[src/rtl/mem_arb_pkg.sv]
// Shared types and constants for the two-master picorv32 memory-bus arbiter.
package mem_arb_pkg;

  typedef enum logic {
    IDLE = 1'b0,
    BUSY = 1'b1
  } state_t;

  typedef enum logic {
    OWN_M0 = 1'b0,
    OWN_M1 = 1'b1
  } owner_t;

  localparam logic [31:0] ERR_DATA_DEFAULT = 32'hDEAD_BEEF;

  function automatic logic [1:0] owner_onehot(input owner_t o);
    return (o == OWN_M1) ? 2'b10 : 2'b01;
  endfunction

endpackage

[src/rtl/mem_arb_wdog.sv]
// Slave-response watchdog: counts stalled BUSY cycles, fires on the limit
// cycle and keeps a sticky timeout flag until reset.
module mem_arb_wdog #(
  parameter int TIMEOUT_CYC = 255
) (
  input  logic clk,
  input  logic resetn,
  input  logic start,
  input  logic active,
  input  logic s_ready,
  output logic fire,
  output logic timeout
);

  localparam int CNT_W = $clog2(TIMEOUT_CYC + 1);
  localparam logic [CNT_W-1:0] LAST = CNT_W'(TIMEOUT_CYC - 1);
  localparam logic [CNT_W-1:0] SAT  = CNT_W'(TIMEOUT_CYC);

  logic [CNT_W-1:0] cnt;
  logic             flag;

  // cnt holds the number of stalled cycles already spent, so the limit
  // cycle is the one where cnt equals TIMEOUT_CYC-1.
  assign fire    = active && !s_ready && (cnt == LAST);
  assign timeout = flag;

  always_ff @(posedge clk or negedge resetn) begin
    if (!resetn) begin
      cnt  <= '0;
      flag <= 1'b0;
    end else begin
      if (start) begin
        cnt <= '0;
      end else if (active && !s_ready && (cnt != SAT)) begin
        cnt <= cnt + 1'b1;
      end
      if (fire) begin
        flag <= 1'b1;
      end
    end
  end

endmodule

[src/rtl/mem_arbiter.sv]
// Round-robin two-master arbiter for the picorv32 native memory bus.
// Optional slave watchdog enabled by defining MEM_ARB_TIMEOUT_EN.
module mem_arbiter
  import mem_arb_pkg::*;
#(
  parameter int ADDR_W      = 32,
  parameter int DATA_W      = 32,
  parameter int TIMEOUT_CYC = 255,
  parameter logic [DATA_W-1:0] ERR_DATA = DATA_W'(ERR_DATA_DEFAULT)
) (
  input  logic                clk,
  input  logic                resetn,
  input  logic                m0_valid,
  input  logic [ADDR_W-1:0]   m0_addr,
  input  logic [DATA_W-1:0]   m0_wdata,
  input  logic [DATA_W/8-1:0] m0_wstrb,
  output logic                m0_ready,
  output logic [DATA_W-1:0]   m0_rdata,
  input  logic                m1_valid,
  input  logic [ADDR_W-1:0]   m1_addr,
  input  logic [DATA_W-1:0]   m1_wdata,
  input  logic [DATA_W/8-1:0] m1_wstrb,
  output logic                m1_ready,
  output logic [DATA_W-1:0]   m1_rdata,
  output logic                s_valid,
  output logic [ADDR_W-1:0]   s_addr,
  output logic [DATA_W-1:0]   s_wdata,
  output logic [DATA_W/8-1:0] s_wstrb,
  input  logic                s_ready,
  input  logic [DATA_W-1:0]   s_rdata,
  output logic [1:0]          grant,
  output logic                timeout
);

  state_t      state;
  owner_t      owner;
  owner_t      last_grant;
  owner_t      winner;
  logic [1:0]  grant_q;
  logic        any_req;
  logic        own_valid;
  logic        own_ready;
  logic        fire;
  logic [DATA_W-1:0] resp_data;

  assign any_req = m0_valid | m1_valid;

  // On a tie the master that did not win last time goes first.
  always_comb begin
    winner = OWN_M0;
    if (m0_valid && m1_valid) begin
      winner = (last_grant == OWN_M0) ? OWN_M1 : OWN_M0;
    end else if (m1_valid) begin
      winner = OWN_M1;
    end
  end

  assign own_valid = (state == BUSY) && ((owner == OWN_M1) ? m1_valid : m0_valid);
  assign own_ready = own_valid && (s_ready || fire);

  always_ff @(posedge clk or negedge resetn) begin
    if (!resetn) begin
      state      <= IDLE;
      owner      <= OWN_M0;
      last_grant <= OWN_M1;
      grant_q    <= 2'b00;
    end else begin
      case (state)
        IDLE: begin
          if (any_req) begin
            state      <= BUSY;
            owner      <= winner;
            last_grant <= winner;
            grant_q    <= owner_onehot(winner);
          end
        end
        BUSY: begin
          // Completion, timeout and owner abort all return through IDLE.
          if (!own_valid || own_ready) begin
            state   <= IDLE;
            grant_q <= 2'b00;
          end
        end
        default: begin
          state   <= IDLE;
          grant_q <= 2'b00;
        end
      endcase
    end
  end

  assign grant   = grant_q;
  assign s_valid = own_valid && !fire;
  assign s_addr  = (owner == OWN_M1) ? m1_addr  : m0_addr;
  assign s_wdata = (owner == OWN_M1) ? m1_wdata : m0_wdata;
  assign s_wstrb = (owner == OWN_M1) ? m1_wstrb : m0_wstrb;

  assign resp_data = fire ? ERR_DATA : s_rdata;
  assign m0_ready  = own_ready && (owner == OWN_M0);
  assign m1_ready  = own_ready && (owner == OWN_M1);
  assign m0_rdata  = m0_ready ? resp_data : '0;
  assign m1_rdata  = m1_ready ? resp_data : '0;

`ifdef MEM_ARB_TIMEOUT_EN
  logic start;
  assign start = (state == IDLE) && any_req;

  mem_arb_wdog #(
    .TIMEOUT_CYC(TIMEOUT_CYC)
  ) u_wdog (
    .clk     (clk),
    .resetn  (resetn),
    .start   (start),
    .active  (own_valid),
    .s_ready (s_ready),
    .fire    (fire),
    .timeout (timeout)
  );
`else
  logic [31:0] unused_cfg;
  assign unused_cfg = TIMEOUT_CYC;
  assign fire       = 1'b0;
  assign timeout    = 1'b0;
`endif

endmodule

[config.mk]
export PLATFORM = sky130hd
export DESIGN_NAME = mem_arbiter
export DESIGN_NICKNAME = d
export VERILOG_FILES = /design/src/rtl/mem_arb_pkg.sv /design/src/rtl/mem_arb_wdog.sv /design/src/rtl/mem_arbiter.sv
export SDC_FILE = /design/constraint.sdc
export NUM_CORES = 1
export LEC_CHECK = 0
export ABC_CLOCK_PERIOD_IN_PS = 1500
export CAP_MARGIN = 20
export CORE_AREA = 2 2 121 123
export CTS_CLUSTER_DIAMETER = 120
export DETAILED_ROUTE_END_ITERATION = 8
export DIE_AREA = 0 0 123 125
export PLACE_DENSITY = 0.58
export SLEW_MARGIN = 25
export SYNTH_ARGS = -nofsm -noshare
export SYNTH_HDL_FRONTEND = slang
export SYNTH_HIERARCHICAL = 1
export SYNTH_SLANG_ARGS = --single-unit
[constraint.sdc]
create_clock -name clk -period 1.5 [get_ports clk]
set_input_delay 0.15 -clock clk [delete_from_list [all_inputs] [get_ports clk]]
set_output_delay 0.15 -clock clk [all_outputs]
set_load 0.05 [all_outputs]
==> metrics.yaml <==
outcome: "complete, but fails checks"
violated_checks: "setup timing"
path_class: "reg2out"
die-width_um: 123
worst-endpoint-required_ns: 1.35
setup_viol: 134
synth_sequential_area_ratio: 0.0817
reg2regPathDepth: 4
drc_errors: 0
mostFrequentLayoutCell: "sky130_fd_sc_hd__clkdlybuf4s50_1"
rows: 44
drt_iter0_markers: 27
timing.hold.worst.class: "in2async"
setup.worst_path.start_class: "flip-flop"
cts_inserted_buffers: 3
top_level_ports: 311
timing.rr.start: "owner"
worst_case_clock_buffer_depth: 2
floorplan.initialDensity: 0.109
cts_root_buffer: "sky130_fd_sc_hd__clkbuf_16"
synth.ff_latch_count: 5
static-leakage-power_nw: 2.75
crit_fanout: 33
switching_share: 0.493
finalInstanceArea_mm2: 0.00637
wl_cell_um: 16.5
antenna-diode-count: 0
drive_above_1_share: 0.606
detailedPlacementHpwl_um: 8680
maximum_clock_frequency_mhz: 603
final_critical_path_setup_slack_ns: -0.160
fin_crit_sh: 1.11
grt_pass1_wl_um: 15100
syn-num-nets: 345
core_area_mm2: 0.0142
grtUsageTotal: 0.126
fill_cells: 1324
final.min_clock_period_ns: 1.66
avg_cell_area_syn_um2: 8.99
worst_ir_drop_vdd_uv: 970
post_synth_inst_count: 172
cts_num_sinks: 5
route.detailed.vias_per_inst: 3.78
syn_to_final_growth_pct: 312
pin_count_of_the_biggest_net_entering_global_routing: 34
power.density_cell_area_mw_per_mm2: 1340
power.share.sequential: 0.030
placed_area_mm2: 0.00539
timing.critical_path.arrival_ns: 1.51
cts_tree: "built"
synthTopCellsByArea: "sky130_fd_sc_hd__mux2_2 50%, sky130_fd_sc_hd__and2_1 26%, sky130_fd_sc_hd__dfrtp_1 6.5%"
utilization: 0.448
warnings_from_yosys: 6
max_cap_violations: 0
initial_antenna_violation_count: 0
ant_nets: 0
share_clk_of_total_power: 0.051
firstDrtPassIters: 3
setup_slack_on_the_worst_flop_to_flop_path_ns: 0.11
intPower_mw: 4.34
mappedNetlistArea_mm2: 0.00155
detailroute.via_count: 2550
cts_htree_levels: 1
total_nets_final: 664
commonest_non_fill_non_tap_cells_in_the_layout: "171 x sky130_fd_sc_hd__clkdlybuf4s50_1, 72 x sky130_fd_sc_hd__buf_12, 46 x sky130_fd_sc_hd__mux2_4"
routabilityCongestion: 0.743
total_switching_power_mw: 4.22
clk-insertion-delay-late_ns: 0.23
route.final.wire_length_um: 11100
place_worst_setup_slack_ns: -0.132
skew_ns: 0.00144
first_global_vias: 2728
synth_top_area_cell: "sky130_fd_sc_hd__mux2_2"
worst_setup_path_end_kind: "output pin"
cts.clk_slew.worst_paths_ns: 0.03
placement.io_buffers: 309
drv_slew: 0
fin_tns_setup_ns: -14.62
dieHeight_um: 125
fp.dieArea_mm2: 0.0154
area_fraction_of_the_dominant_cell_type_after_synthesis: 0.495
reg2reg_to: "grant[0]"
grt_setup_unrepaired: "true"
gr-total-overflow: 0
netlist-cell-type-count: 23
hold_violations: 0
pwr-share-comb: 0.918
## cell usage after synthesis, drive strengths merged
master	instances
o22ai	1
dfrtp	4
nand2b	1
clkbuf	2
nand2	1
and4	1
a22o	2
o22a	1
nor2	2
o21bai	1
nor2b	2
a21oi	1
dfstp	1
a21o	2
conb	1
mux2	68
buf	14
nor3b	1
and2	64
mux2i	1
and4b	1
## critical path: stages, from the launching register on
cell                      delay (ns)
sky130_fd_sc_hd__dfrtp_2        0.45
sky130_fd_sc_hd__and4b_2        0.32
sky130_fd_sc_hd__buf_12         0.17
sky130_fd_sc_hd__and2_1         0.19
sky130_fd_sc_hd__buf_12         0.14
## sequential cells by signal, indices dropped and copies added (netlist names)
| name | cells |
|---|---|
| owner | 1 |
| last_grant | 1 |
| grant | 2 |
| state | 1 |
## per-layer routing
layer	part of all wire	GRT usage	wire [um]
met2	0.55	0.245	6120
met3	0.082	0.0278	911
met5	0	0	0
met4	0.0096	0.0254	107
met1	0.36	0.135	3970
## power by group through the flow
stage | clock [mW] | combinational, mW | sequential, mW
after detailed placement | 0 | 6.09 | 0.251
after floorplan | 0 | 3.94 | 0.285
final | 0.439 | 7.86 | 0.259
after global routing | 0.453 | 8.10 | 0.265
after CTS | 0.439 | 7.19 | 0.259
after global placement | 0 | 6.08 | 0.250
## kinds of logic (layout without fill, tap and decap cells)
group                  count (synthesis)  count (layout)  share of synthesized area
multiplexers                          69              69                      0.502
flip-flops                             5               5                     0.0817
AO/OA/AOI/OAI                          8               8                     0.0388
other                                  1               1                    0.00242
AND/OR/NAND/NOR                       73              73                      0.298
buffers and inverters                 16             334                     0.0777
## area by class of cell
cell class | instances | area, um^2 | area share
tap | 184 | 230 | 0.0362
sequential | 5 | 128 | 0.0200
clock buffer | 4 | 78.8 | 0.0124
timing repair buffer | 330 | 4320 | 0.679
multi-input combinational | 151 | 1610 | 0.252
## what timing repair did
item / in CTS / in global routing
cloned: 3 / 6
pin swaps: 2 / 23
endpoints found under the setup margin: 133 / 134
hold buffers: 0 / 0
buffers inserted: 4 / 2
gates resized for setup: 109 / 72
## worst max-delay path by stage
stage | start | end | slack (ns) | cells after the start
final | owner | m0_rdata[0] | -0.16 | 4
after global routing | owner | m0_rdata[14] | -0.21 | 4
after CTS | owner | m0_rdata[31] | -0.17 | 4
after detailed placement | m1_valid | m1_rdata[29] | -0.13 | 5
after global placement | m1_valid | m1_rdata[7] | -0.12 | 5
after floorplan | state | m1_rdata[18] | -0.04 | 4
## through the flow
| step | instances | hold WS, ns | power (mW) |
|---|---|---|---|
| 3_3_place_gp | 656 | 0.387 | 6.33 |
| 6_report | 674 | 0.156 | 8.55 |
| 3_5_place_dp | 656 | 0.395 | 6.34 |
| 2_1_floorplan | 172 | -0.146 | 4.22 |
| 5_1_grt | 674 | 0.175 | 8.81 |
| 4_1_cts | 667 | 0.159 | 7.89 |
(Power assumes the default switching activity.)
